[config.mk]
export PLATFORM = sky130hd
export DESIGN_NAME = mem_sweep
export DESIGN_NICKNAME = d
export VERILOG_FILES = /design/src/rtl/mem_sweep_pkg.sv /design/src/rtl/mem_sweep_acc.sv /design/src/rtl/mem_sweep.sv
export SDC_FILE = /design/constraint.sdc
export NUM_CORES = 1
export LEC_CHECK = 0
export CAP_MARGIN = 10
export CORE_MARGIN = 1
export CORE_UTILIZATION = 35
export CTS_BUF_LIST = sky130_fd_sc_hd__clkbuf_8
export CTS_CLUSTER_SIZE = 8
export DETAILED_ROUTE_END_ITERATION = 16
export DONT_BUFFER_PORTS = 1
export SLEW_MARGIN = 15
export SYNTH_ARGS = -nofsm -noshare
export SYNTH_HDL_FRONTEND = slang
export SYNTH_SLANG_ARGS = --single-unit
[constraint.sdc]
create_clock -name clk -period 2.86 [get_ports clk]
set_input_delay 0.572 -clock clk [delete_from_list [all_inputs] [get_ports clk]]
set_output_delay 0.572 -clock clk [all_outputs]
set_load 0.01 [all_outputs]
[src/rtl/mem_sweep_pkg.sv]
// rtl/mem_sweep_pkg.sv - shared types, mode codes and pattern/checksum helpers for mem_sweep
package mem_sweep_pkg;

  typedef enum logic [2:0] {
    ST_IDLE,
    ST_FILL,
    ST_SETTLE,
    ST_READ,
    ST_DRAIN,
    ST_DONE
  } state_t;

  localparam logic [1:0] MODE_READ    = 2'b00;
  localparam logic [1:0] MODE_FILL    = 2'b01;
  localparam logic [1:0] MODE_FILLCHK = 2'b10;

  localparam logic [31:0] NO_ERR_ADDR = 32'hFFFF_FFFF;

  // Fill pattern: the seed (zero-extended) XOR the address; callers truncate to word width.
  function automatic logic [31:0] pat(input logic [31:0] seed, input logic [31:0] a);
    return seed ^ a;
  endfunction

  // Rotate-left-by-one used by the running checksum.
  function automatic logic [31:0] rotl32(input logic [31:0] v);
    return {v[30:0], v[31]};
  endfunction

endpackage

[src/rtl/mem_sweep_acc.sv]
// rtl/mem_sweep_acc.sv - read-data accumulator: checksum, mismatch count, first error address
module mem_sweep_acc
  import mem_sweep_pkg::*;
#(
  parameter int WID_MEM = 16
) (
  input  logic               clk,
  input  logic               reset,
  input  logic               clr,
  input  logic               valid,
  input  logic [31:0]        addr,
  input  logic [WID_MEM-1:0] word,
  input  logic [WID_MEM-1:0] expected,
  input  logic               check_en,
  output logic [31:0]        wb_addr,
  output logic [31:0]        checksum,
  output logic [15:0]        err_count,
  output logic [31:0]        first_err_addr
);

  // Address issued last cycle; it names the word now on the read port, even while in reset,
  // so the write-back never lands a word on the wrong address.
  always_ff @(posedge clk) begin
    wb_addr <= addr;
  end

  // Fold each returned word into the checksum and, when verifying, record mismatches.
  always_ff @(posedge clk) begin
    if (reset || clr) begin
      checksum       <= 32'd0;
      err_count      <= 16'd0;
      first_err_addr <= NO_ERR_ADDR;
    end else if (valid) begin
      checksum <= rotl32(checksum) ^ 32'(word);
      if (check_en && (word != expected)) begin
        if (err_count != 16'hFFFF) begin
          err_count <= err_count + 16'd1;
        end
        if (first_err_addr == NO_ERR_ADDR) begin
          first_err_addr <= wb_addr;
        end
      end
    end
  end

endmodule

[src/rtl/mem_sweep.sv]
// rtl/mem_sweep.sv - BRAM fill / readback / checksum sweep controller
module mem_sweep
  import mem_sweep_pkg::*;
#(
  parameter int WID_MEM   = 16,
  parameter int DEPTH_MEM = 1024
) (
  input  logic               clk,
  input  logic               reset,
  input  logic               start,
  input  logic [1:0]         mode,
  input  logic [WID_MEM-1:0] seed,
  output logic [31:0]        raddr,
  output logic [31:0]        waddr,
  output logic [WID_MEM-1:0] din,
  output logic               we,
  input  logic [WID_MEM-1:0] dout_mem,
  output logic               busy,
  output logic               done,
  output logic [31:0]        checksum,
  output logic [15:0]        err_count,
  output logic [31:0]        first_err_addr
);

  localparam logic [31:0] LAST_ADDR = 32'(DEPTH_MEM - 1);

  state_t             state;
  logic [1:0]         mode_q;
  logic [WID_MEM-1:0] seed_q;
  logic [WID_MEM-1:0] din_q;
  logic               rd_v;
  logic [31:0]        wb_addr;
  logic [1:0]         mode_eff;
  logic               accept;
  logic [WID_MEM-1:0] expected;

  assign mode_eff = (mode == 2'b11) ? MODE_READ : mode;
  assign accept   = (state == ST_IDLE) && start;
  assign expected = WID_MEM'(pat(32'(seed_q), wb_addr));

  // Writes carry the pattern during FILL/SETTLE; everywhere else the word just read goes
  // back to the address it came from, so a write-every-cycle memory keeps its contents.
  assign waddr = we ? raddr : wb_addr;
  assign din   = we ? din_q : dout_mem;

  // Sweep sequencer: address counter, fill data, and registered status outputs.
  always_ff @(posedge clk) begin
    if (reset) begin
      state  <= ST_IDLE;
      raddr  <= 32'd0;
      din_q  <= '0;
      we     <= 1'b0;
      busy   <= 1'b0;
      done   <= 1'b0;
      rd_v   <= 1'b0;
      mode_q <= MODE_READ;
      seed_q <= '0;
    end else begin
      done <= 1'b0;
      rd_v <= (state == ST_READ);
      case (state)
        ST_IDLE: begin
          if (start) begin
            mode_q <= mode_eff;
            seed_q <= seed;
            busy   <= 1'b1;
            raddr  <= 32'd0;
            if (mode_eff == MODE_FILL || mode_eff == MODE_FILLCHK) begin
              state <= ST_FILL;
              din_q <= WID_MEM'(pat(32'(seed), 32'd0));
              we    <= 1'b1;
            end else begin
              state <= ST_READ;
            end
          end
        end
        ST_FILL: begin
          if (raddr == LAST_ADDR) begin
            // Repeat the last write once so the first read write-back sees fresh data.
            state <= ST_SETTLE;
          end else begin
            raddr <= raddr + 32'd1;
            din_q <= WID_MEM'(pat(32'(seed_q), raddr + 32'd1));
          end
        end
        ST_SETTLE: begin
          we <= 1'b0;
          if (mode_q == MODE_FILLCHK) begin
            state <= ST_READ;
            raddr <= 32'd0;
          end else begin
            state <= ST_DONE;
            busy  <= 1'b0;
            done  <= 1'b1;
          end
        end
        ST_READ: begin
          if (raddr == LAST_ADDR) begin
            state <= ST_DRAIN;
          end else begin
            raddr <= raddr + 32'd1;
          end
        end
        ST_DRAIN: begin
          state <= ST_DONE;
          busy  <= 1'b0;
          done  <= 1'b1;
        end
        ST_DONE: begin
          state <= ST_IDLE;
        end
        default: begin
          state <= ST_IDLE;
        end
      endcase
    end
  end

  mem_sweep_acc #(
    .WID_MEM(WID_MEM)
  ) u_acc (
    .clk           (clk),
    .reset         (reset),
    .clr           (accept),
    .valid         (rd_v),
    .addr          (raddr),
    .word          (dout_mem),
    .expected      (expected),
    .check_en      (mode_q == MODE_FILLCHK),
    .wb_addr       (wb_addr),
    .checksum      (checksum),
    .err_count     (err_count),
    .first_err_addr(first_err_addr)
  );

endmodule
==> impl_metrics.py <==
metrics = {
    "timing": {
        "max_slew_margin_pct": 35.5,
        "postLayoutSetupSlackWorst_ns": 0.316,
        "period_needed_ns": 2.54,
        "finalSetupViolations": 0,
        "tightest_slew_ns": 0.959,
        "slew_viol_final": 0,
        "finClkSkew_ns": 0.0250,
        "hold_slack_ns": 0.198,
        "rsz0062_at_grt": "no",
        "max_freq_ghz": 0.393,
        "finalHoldViolCount": 0,
        "finalSetupTns_ns": 0,
        "fin_crit_sh_pct": 88.9,
    },
    "clocking": {
        "ctsHoldBuffers": 0,
        "clk_latency_ns": 0.48,
        "path_clk_slew_ns": 0.11,
        "cts_made_buffers": 17,
        "cts_tree": "done",
        "cts.path.max_buffers": 2,
        "cts_resized": 0,
        "post_cts_buffers": 0,
        "cts_root_buf": "clkbuf_8",
        "cts_sinks": 185,
        "h-tree-depth": 4,
    },
    "synthesis": {
        "yosysMostFrequentCell": "dfxtp_1",
        "ys_ff_latch": 185,
        "ys_warn_count": 0,
        "syn-num-nets": 916,
        "synthTopCellsByCount": "dfxtp_1, nor2_1, nand2_1",
        "netlist_area_um2": 8340,
        "synthArstFlopShare_pct": 0,
        "synth_top_area_share_pct": 44.4,
        "synth_flop_cell": "dfxtp_1",
        "yosys.cell_types.count": 55,
        "synth_edf_count": 0,
        "yosysTopAreaCell": "dfxtp_1",
        "synthTopCellsByArea": "dfxtp_1, mux2_2, xnor2_1",
        "yosysSeqAreaShare_pct": 44.4,
        "synthCells": 875,
        "syn_area_per_cell_um2": 9.53,
    },
    "critical_path": {
        "cp.arrival_ns": 2.95,
        "crit_fanout": 15,
        "slowest_stage": "nor4_2",
        "end_kind": "flop",
        "path_class": "reg -> reg",
        "cp-start-kind": "flop",
        "path_buf_inv": 1,
        "crit_family": "simple AND/OR/NAND/NOR gates",
        "path_depth": 6,
        "cp.required_ns": 3.27,
        "path_cells": "xnor3_1, nand4_1, nor4_2, nand4b_1, buf_4, o22a_1",
        "max_stage_delay_ns": 0.86,
        "rr_worst_depth": 6,
    },
    "place": {
        "dp_hpwl_um": 18800,
        "place.gp.congestion": 0.837,
        "detailedPlace.worstSlack_ns": 0.290,
        "portBuffers": 0,
        "placed_area_um2": 8920,
    },
    "grt": {
        "grt.total_usage_pct": 20.8,
        "grt_pass1_wl_um": 38100,
        "grt_antenna_before_repair": 0,
        "use_met3_pct": 6.56,
        "top_usage_layer": "met2",
        "grt_start_max_net_pins": 63,
        "met1_usage_pct": 26.0,
        "globalRoute.totalOverflow": 0,
        "gr-usage-met2_pct": 33.6,
        "grt_pass1_vias": 6039,
    },
    "finish": {
        "fin_area_um2": 9340,
        "antennaDiodeCount": 0,
        "n_fill_cell": 2373,
        "nNetsFinal": 930,
        "register_area_um2": 3710,
        "drive_above_1_share_pct": 18.0,
        "area_delta_synth_final_pct": 12.0,
        "multi_input_area_um2": 4350,
    },
    "pwr": {
        "p_leak_nw": 3.36,
        "pwr-share-clk_pct": 35.6,
        "total_power_w": 0.00528,
        "pwr-share-comb_pct": 12.9,
        "switchingPower_w": 0.00152,
        "seqPwrFrac_pct": 51.5,
        "swShare_pct": 28.9,
        "ir_drop_mv": 0.273,
        "intPower_w": 0.00375,
        "power_density_nw_per_um2": 565,
    },
    "die": {
        "initial_utilization_pct": 35.6,
        "fp.dieH_um": 156,
        "chipWidth_um": 156,
        "ioPinCount": 200,
        "placementRows": 56,
        "die_area_um2": 24500,
        "core_region_area_um2": 23400,
    },
    "routing": {
        "drc_errors": 0,
        "ant_nets": 0,
        "drt_pre_antenna_iters": 5,
        "route.vias.total": 6471,
        "drt_iter0_markers": 469,
        "wire_per_inst_um": 20.7,
        "wirelength_um": 25300,
        "vias_per_cell": 5.30,
    },
    "min_path": {
        "hold_path_depth": 1,
        "worst_hold_path_type": "in -> reg",
    },
    "outcome": {
        "status": "completed",
    },
    "run": {
        "cap_violations": 0,
    },
}
## metrics by stage
stage	std cells	util (%)
2_1_floorplan	875	-
3_3_place_gp	1189	38.1
3_5_place_dp	1189	38.1
4_1_cts	1221	39.9
5_1_grt	1221	39.9
6_report	1221	39.9
## layout by cell type (no fill, tap or decap), types with 3 or more instances in the layout
cell type / synthesis / routed
nand3_1: 15 / 15
buf_4: 1 / 57
a211oi_1: 38 / 38
nand3b_1: 3 / 3
xor2_1: 6 / 6
and4_1: 4 / 4
dfxtp_1: 185 / 183
inv_1: 10 / 10
nor3_1: 21 / 20
a211oi_2: 3 / 3
mux2_2: 48 / 48
nor2_1: 112 / 112
o22a_1: 32 / 32
inv_8: 0 / 3
ha_1: 4 / 4
a31oi_1: 6 / 6
a31o_2: 8 / 8
nand2b_1: 5 / 4
clkinv_4: 0 / 3
nor4_1: 10 / 10
o21ai_0: 9 / 9
clkbuf_8: 0 / 17
and3_1: 7 / 7
nand4_1: 26 / 26
xnor3_1: 16 / 16
or3_1: 7 / 7
xnor2_1: 56 / 56
or2_2: 3 / 3
a21oi_1: 51 / 51
nand2_1: 71 / 71
clkinvlp_4: 0 / 3
mux2i_1: 28 / 28
## final cells by class
type | count | area share (%)
Sequential cell | 185 | 39.7
Tap cell | 319 | 4.27
Clock buffer | 17 | 2.51
Multi-Input combinational cell | 618 | 46.5
Inverter | 10 | 0.402
Clock inverter | 15 | 2.02
Timing Repair Buffer | 57 | 4.58
## metal layers
metal / vias to the layer above / share of wire, %
met3: 19 / 8.0
met5: - / 0
met2: 188 / 47
met1: 3125 / 43
li1: 3139 / -
met4: 0 / 2.1
## cell families (layout without fill, tap and decap cells)
| kind of cell | count (synthesis) | in the layout | share of synthesized area (%) |
|---|---|---|---|
| compound gates | 159 | 159 | 13.3 |
| buf+inv | 72 | 99 | 3.71 |
| mux | 76 | 76 | 9.84 |
| simple gates | 301 | 301 | 17.3 |
| xor+xnor | 78 | 78 | 10.8 |
| fa+ha+maj | 4 | 4 | 0.600 |
| flops | 185 | 185 | 44.4 |
## flip-flops by register name, summed over array words and instances, names as in the netlist
signal,count
din_q,16
raddr,32
u_acc.first_err_addr,32
done,1
we,1
u_acc.err_count,16
state,3
seed_q,16
busy,1
u_acc.checksum,32
mode_q,2
rd_v,1
u_acc.wb_addr,32
## path summary, 6_finish.rpt
check / start / to / slack [ns]
min reg2reg: u_acc.wb_addr[30] / u_acc.first_err_addr[30] / 0.47
max reg2reg: seed_q[2] / u_acc.first_err_addr[15] / 0.32
min: reset / state[1] / 0.20
max: seed_q[2] / u_acc.first_err_addr[15] / 0.32
## power by group through the flow
stage / combinational [W] / sequential [W] / clock (W)
6_report: 0.000681 / 0.00272 / 0.00188
5_1_grt: 0.000747 / 0.00273 / 0.00204
4_1_cts: 0.000687 / 0.00272 / 0.00193
3_5_place_dp: 0.000683 / 0.00278 / 0
3_3_place_gp: 0.000682 / 0.00278 / 0
2_1_floorplan: 0.000538 / 0.00276 / 0
Power figures use the tool's default switching activity.
